<file path="config.mk">
export PLATFORM = sky130hd
export DESIGN_NAME = fifo_rd_prefetch
export DESIGN_NICKNAME = d
export VERILOG_FILES = /design/src/rtl/fifo_pkg.sv /design/src/rtl/fifo_rd_skid.sv /design/src/rtl/fifo_rd_prefetch.sv
export SDC_FILE = /design/constraint.sdc
export NUM_CORES = 1
export LEC_CHECK = 0
export ABC_CLOCK_PERIOD_IN_PS = 3480
export BUFFER_PORTS_ARGS = -buffer_cell sky130_fd_sc_hd__buf_2
export CORE_ASPECT_RATIO = 1.25
export CORE_MARGIN = 2
export CORE_UTILIZATION = 45
export CTS_BUF_LIST = sky130_fd_sc_hd__clkbuf_8
export CTS_CLUSTER_SIZE = 30
export DETAILED_ROUTE_END_ITERATION = 10
export PLACE_DENSITY = 0.7
export SLEW_MARGIN = 10
export SYNTH_ARGS = -nofsm -noshare
export SYNTH_HDL_FRONTEND = slang
export SYNTH_SLANG_ARGS = --single-unit
</file>
<file path="constraint.sdc">
create_clock -name rclk -period 3.48 [get_ports rclk]
set_clock_uncertainty 0.05 [all_clocks]
set_input_delay 0.174 -clock rclk [delete_from_list [all_inputs] [get_ports rclk]]
set_output_delay 0.174 -clock rclk [all_outputs]
set_load 0.005 [all_outputs]
</file>
<file path="src/rtl/fifo_pkg.sv">
// Shared constants and types for the FIFO read-side prefetch path.
// The buffer depth and level width are fixed together: a 2-entry buffer needs a 0..2 count.
package fifo_pkg;

    localparam int PF_DEPTH = 2;
    localparam int PF_LVL_W = 2;

    typedef logic [PF_LVL_W-1:0] pf_lvl_t;

    function automatic pf_lvl_t pf_bit2lvl(input logic b);
        return pf_lvl_t'(b);
    endfunction

endpackage

</file>
<file path="src/rtl/fifo_rd_skid.sv">
// Two-entry shift buffer with occupancy count; slot 0 is always the head.
// Writes land at (level - pop) so a simultaneous pop and write keeps order.
module fifo_rd_skid
    import fifo_pkg::*;
#(
    parameter int DW = 8
) (
    input  logic          clk,
    input  logic          rstn,
    input  logic          wr,
    input  logic          pop,
    input  logic          clr,
    input  logic [DW-1:0] din,
    output logic [DW-1:0] dout,
    output pf_lvl_t       level
);

    logic [DW-1:0] slot0_q, slot0_d;
    logic [DW-1:0] slot1_q, slot1_d;
    pf_lvl_t       level_q, level_d;
    logic          pop_ok;
    pf_lvl_t       wr_idx;

    assign pop_ok = pop & (level_q != '0);
    assign wr_idx = level_q - pf_bit2lvl(pop_ok);

    always_comb begin
        slot0_d = slot0_q;
        slot1_d = slot1_q;
        level_d = level_q;
        if (clr) begin
            level_d = '0;
        end else begin
            if (pop_ok) begin
                slot0_d = slot1_q;
            end
            // A write placed after the shift wins slot 0 when the buffer drains to it.
            if (wr) begin
                if (wr_idx == '0) begin
                    slot0_d = din;
                end else begin
                    slot1_d = din;
                end
            end
            level_d = level_q + pf_bit2lvl(wr) - pf_bit2lvl(pop_ok);
        end
    end

    always_ff @(posedge clk) begin
        if (!rstn) begin
            slot0_q <= '0;
            slot1_q <= '0;
            level_q <= '0;
        end else begin
            slot0_q <= slot0_d;
            slot1_q <= slot1_d;
            level_q <= level_d;
        end
    end

    assign dout  = slot0_q;
    assign level = level_q;

endmodule

</file>
<file path="src/rtl/fifo_rd_prefetch.sv">
// Turns the 1-cycle-latency read port of the upstream FIFO into a valid/ready stream.
// Reads are issued only when the buffer is guaranteed room for the returning word.
module fifo_rd_prefetch
    import fifo_pkg::*;
#(
    parameter int DW = 8
) (
    input  logic                rclk,
    input  logic                rrstn,
    input  logic                flush,
    input  logic                fifo_empty,
    output logic                fifo_rden,
    input  logic [DW-1:0]       fifo_rd_data,
    output logic                m_valid,
    input  logic                m_ready,
    output logic [DW-1:0]       m_data,
    output logic [PF_LVL_W-1:0] level
);

    logic    inflight_q, inflight_d;
    logic    pop;
    logic    wr;
    logic [2:0] occ;
    pf_lvl_t lvl;

    assign m_valid = (lvl != '0);
    assign pop     = m_valid & m_ready & ~flush;
    assign wr      = inflight_q & ~flush;

    // Occupancy after this cycle's pop plus the word already on its way back.
    assign occ = {1'b0, lvl} + {2'b00, inflight_q} - {2'b00, pop};

    assign fifo_rden  = rrstn & ~flush & ~fifo_empty & (occ <= 3'd1);
    assign inflight_d = fifo_rden;

    always_ff @(posedge rclk) begin
        if (!rrstn) begin
            inflight_q <= 1'b0;
        end else begin
            inflight_q <= inflight_d;
        end
    end

    fifo_rd_skid #(
        .DW (DW)
    ) u_skid (
        .clk   (rclk),
        .rstn  (rrstn),
        .wr    (wr),
        .pop   (pop),
        .clr   (flush),
        .din   (fifo_rd_data),
        .dout  (m_data),
        .level (lvl)
    );

    assign level = lvl;

endmodule

</file>
# Yosys cells after proc, flatten, opt, wreduce, memory -nomap -nowiden
# Index checks and enable logic that the tools add are counted.
dict set report op_classes {
  add_sub_neg 5
  bitwise 11
  n_lt_le_gt_ge 1
  n_mux 3
  n_reduce_logical 4
}
# op count
set op_table {}
lappend op_table {{$mux 8} 3}
lappend op_table {{$and 1x1->1} 7}
lappend op_table {{$not 1->1} 4}
lappend op_table {{$sub 2x1->2} 2}
lappend op_table {{$add 2x1->3} 1}
lappend op_table {{$le 3x1->1 const B} 1}
lappend op_table {{$reduce_and 3->1} 1}
lappend op_table {{$sub 3x1->3} 1}
lappend op_table {{$add 2x1->2} 1}
lappend op_table {{$logic_not 2->1} 1}
lappend op_table {{$reduce_bool 2->1} 1}
lappend op_table {{$reduce_or 2->1} 1}
dict set report totals {
  ff_bits 19
  out_inout_bits 12
  word_cells 28
  inputBits 13
}

# Logic depth before layout (Yosys ltp)
dict set report depth {
  word_depth 8
  ltp_mapped 9
  mapped_depth_nobuf 9
}

# Modules after synthesis
# From an unflattened synthesis, not the netlist that was laid out.
dict set report unflattened {
  hier_cells 102
  area_unflattened_um2 939.7
}
# module n_inst seq_area_each_um2 cells_per_inst area_each_um2
set by_module_without_submodules {}
lappend by_module_without_submodules {fifo_rd_skid 1 360.3 88 817.0}
lappend by_module_without_submodules {fifo_rd_prefetch 1 20.0 14 122.6}

# Least setup slack after synthesis
# OpenSTA, ideal clock, no wires.
dict set report synth_path {
  path_kind {flip-flop to output port}
  start {register u_skid.level_q[1] (netlist: u_skid.level[1])}
  end {output port fifo_rden}
  path_stages_with_launch 10
  t_required_ns 3.256
  arrival_ns 2.014
  path_buffers 0
  path_slack_ns 1.242
  cell_sequence {dfxtp_1 -> nor2_4 -> nor2_1 -> ha_1 -> inv_1 -> ha_1 -> inv_1 -> fa_1 -> xor2_1 -> nor4b_1}
}
dict set report synth_via {
  elab_chain_len 6
  word_cells_on_any_way 7
  classes_between {add/sub: 2; order compare: 1; bitwise: 3; reduce/logical: 1}
}
# element line
set synth_rtl {}
lappend synth_rtl {{start, declared} fifo_rd_skid.sv:20} ;# pf_lvl_t level_q, level_d;
lappend synth_rtl {{start signal, assigned} fifo_rd_skid.sv:57} ;# level_q <= level_d;
lappend synth_rtl {{$reduce_bool 2->1} fifo_rd_prefetch.sv:26} ;# assign m_valid = (lvl != '0);
lappend synth_rtl {{$and 1x1->1 (2 in a row)} fifo_rd_prefetch.sv:27} ;# assign pop = m_valid & m_ready & ~flush;
lappend synth_rtl {{$sub 3x1->3 *} fifo_rd_prefetch.sv:31} ;# assign occ = {1'b0, lvl} + {2'b00, inflight_q} - {2'b00, pop};
lappend synth_rtl {{$le 3x1->1 *} fifo_rd_prefetch.sv:33} ;# assign fifo_rden = rrstn & ~flush & ~fifo_empty & (occ <= 3'd1);
lappend synth_rtl {{$and 1x1->1 *} fifo_rd_prefetch.sv:33}
lappend synth_rtl {{end, declared} fifo_rd_prefetch.sv:12} ;# output logic fifo_rden,
# Every way passes the cells marked *; elsewhere a longest branch is shown, timed or not.

# Final worst setup path
# Same ends and word-level chain as after synthesis.

==> flow_summary.ini <==
[synth]
synthCells = 87
yosysWarnings = 0
synthesis.nets = 105
synth.most_common_cell = dfxtp_1
synthTopCellsByCount = dfxtp_1 (19), nor2_1 (10), inv_1 (9)
synth-async-reset-ratio_pct = 0
ys_types = 24
yosysTopAreaCell = dfxtp_1
syn_area_um2 = 905
yosysSeqAreaShare_pct = 42.0
synth-seq-cells = 19
synth_edf_count = 0
postSynthAreaPerCell_um2 = 10.4
synth_area_leaders = dfxtp_1 (42%), mux2i_1 (8.9%), ha_1 (5.5%)
netlist.area_leader.share_pct = 42.0
synth_ff_type = dfxtp_1

[layout]
final_cells = 133
fin_util_pct = 56.1
num-fill-cells = 190
diodes = 0
final_layout_size_suffix_gt1_share_pct = 31.9
area_growth_pct = 20.2
design_area_um2 = 1090
finalNetCount = 132

[worst_setup_path]
critPathCapture = fifo_rden
crit_start = u_skid.level[1]$_SDFF_PP0_
crit_type = reg -> out
cp.required_ns = 3.26
cpMaxStageDelayCell = dfxtp_1
path_max_fanout = 7
critical_path.cell_chain = nor2_4 > nor2_1 > ha_1 > inv_1 > ha_1 > inv_1 > fa_1 > xor2_1 > nor4b_1 > buf_2
r2r_cells = 9
crit_arrival_ns = 2.47
rrSetupSlack_ns = 1.27
critPathLaunchType = flip-flop
cp_num_buf_inv = 3
cp.depth = 10
reg2reg_from = u_skid.level[1]$_SDFF_PP0_
r2r-end = inflight_q$_SDFF_PN0_
cp-end-kind = output port
slowest_delay_ns = 0.54
cp_top_family = adder cells

[placement]
dpl_worst_slack_ns = 1.03
place_hpwl_um = 1380
io_buffers = 24
dp_cells = 129
dpl_cell_area_um2 = 1040
place_congestion = 0.719

[global_routing]
antenna_found_initial = 0
grt_pass1_vias = 681
grt_pass1_wl_um = 2890
grt_start_max_net_pins = 14
track_usage_pct = 16.2
overflow = 0

[sta]
fin_crit_sh_pct = 77.3
worst_slew_pin_slew_ns = 0.976
hold_slack_ns = 0.0572
slew_headroom_pct = 34.8
hold_viol = 0
fin_crit_ns = 2.69
rsz0062_at_grt = false
setup_viol = 0
max_clock_freq_mhz = 372
worst_slack_ns = 0.788
slew_violations = 0
tns_ns = 0

[floorplan]
core_um2 = 1940
row_count = 18
start_util_pct = 46.7
io_pins = 25
die_x_um = 44.1
die_y_um = 54.1
die_area_um2 = 2390

[power_and_ir_drop]
cellLeakagePower_nw = 0.582
pwr-share-clk_pct = 37.0
p_total_mw = 0.401
p_per_area_nw_per_um2 = 369
ir_drop_mv = 0.224
p_sw_mw = 0.0880
comb_power_share_pct = 7.6
swShare_pct = 21.9
power_frac_seq_pct = 55.4
intPower_mw = 0.313

[drt]
ant_nets = 0
drt_iter0_drc = 11
drt_wl_total_um = 1770
drc_errors = 0
num_vias = 730
avgRoutedWirePerCell_um = 13.3
drtPass1Iterations = 4
drt-vias-per-instance = 5.49

[clocking]
root_buffer = clkbuf_8
clk_latency_ns = 0.25
cts_resized = 0
cts_buffers = 3
h-tree-depth = 1
tritoncts = built
ctsHoldBuffers = 0
clock-sinks = 19
path_clk_slew_ns = 0.07
postCtsSetupBuffers = 0
clk_path_buf_depth = 2

[job]
maxCapViolations = 0

[run_status]
status = completed

[min_path]
hold_path_startpoint = fifo_empty
min_path_type = in -> reg
[area by class of cell]
type	instances	area, µm²	share of cell area (%)
clock buffer	3	41.3	3.80
tap	20	25.0	2.30
timing repair buffer	24	120	11.0
sequential	19	380	35.0
clock inverter	1	5.00	0.460
multi-input combinational	57	482	44.3
inverter	9	33.8	3.11
[cells by family after synthesis]
logic type | after synthesis | share of synthesized area, %
AO/OA/AOI/OAI | 16 | 17.3
XOR/XNOR | 3 | 2.91
adder cells (fa/ha/maj) | 5 | 7.75
buffers and inverters | 11 | 4.70
flip-flops | 19 | 42.0
multiplexers | 8 | 8.85
AND/OR/NAND/NOR | 25 | 16.5
[layout by cell type (no fill, tap or decap)]
cell type / n
nand2_1: 1
nor3_2: 1
a211oi_1: 1
and2b_1: 1
fa_1: 1
clkbuf_8: 3
o2bb2ai_1: 4
buf_2: 24
nor4b_1: 2
a221o_2: 4
nor2_1: 10
o21bai_1: 1
and3_1: 5
ha_1: 4
xor2_1: 1
mux2i_1: 8
a21oi_1: 1
nand2b_1: 3
inv_1: 9
clkinv_2: 1
nor2_4: 2
a311oi_4: 1
xnor2_1: 2
a22oi_1: 4
dfxtp_1: 19
[power groups by stage]
stage	logic, mW	clock network (mW)	registers [mW]
2_1_floorplan	0.0153	0	0.227
3_3_place_gp	0.0298	0	0.227
3_5_place_dp	0.0306	0	0.227
4_1_cts	0.0308	0.149	0.222
5_1_grt	0.0335	0.164	0.223
6_report	0.0305	0.148	0.222
[registers in the layout (all words and copies together), names as in the netlist]
signal,cells
u_skid.dout,8
u_skid.slot1_q,8
u_skid.level,2
inflight_q,1
[routing by layer]
| layer | vias to the layer above | wire length (µm) | global-route usage, % |
|---|---|---|---|
| li1 | 362 | - | - |
| met1 | 348 | 747 | 18.7 |
| met5 | - | 0 | 0 |
| met4 | 0 | 28 | 7.58 |
| met2 | 18 | 909 | 29.7 |
| met3 | 2 | 83 | 1.68 |
[how the worst min path moves through the flow]
| stage | to | slack, ns | cells after the start |
|---|---|---|---|
| after global placement | inflight_q$_SDFF_PN0_ | 0.31 | 2 |
| after CTS | inflight_q$_SDFF_PN0_ | 0.05 | 2 |
| after detailed placement | inflight_q$_SDFF_PN0_ | 0.32 | 2 |
| after floorplan | inflight_q$_SDFF_PN0_ | 0.20 | 1 |
| final | inflight_q$_SDFF_PN0_ | 0.06 | 2 |
| after global routing | inflight_q$_SDFF_PN0_ | 0.05 | 2 |
Note: power is estimated with default switching activity, not from simulation.
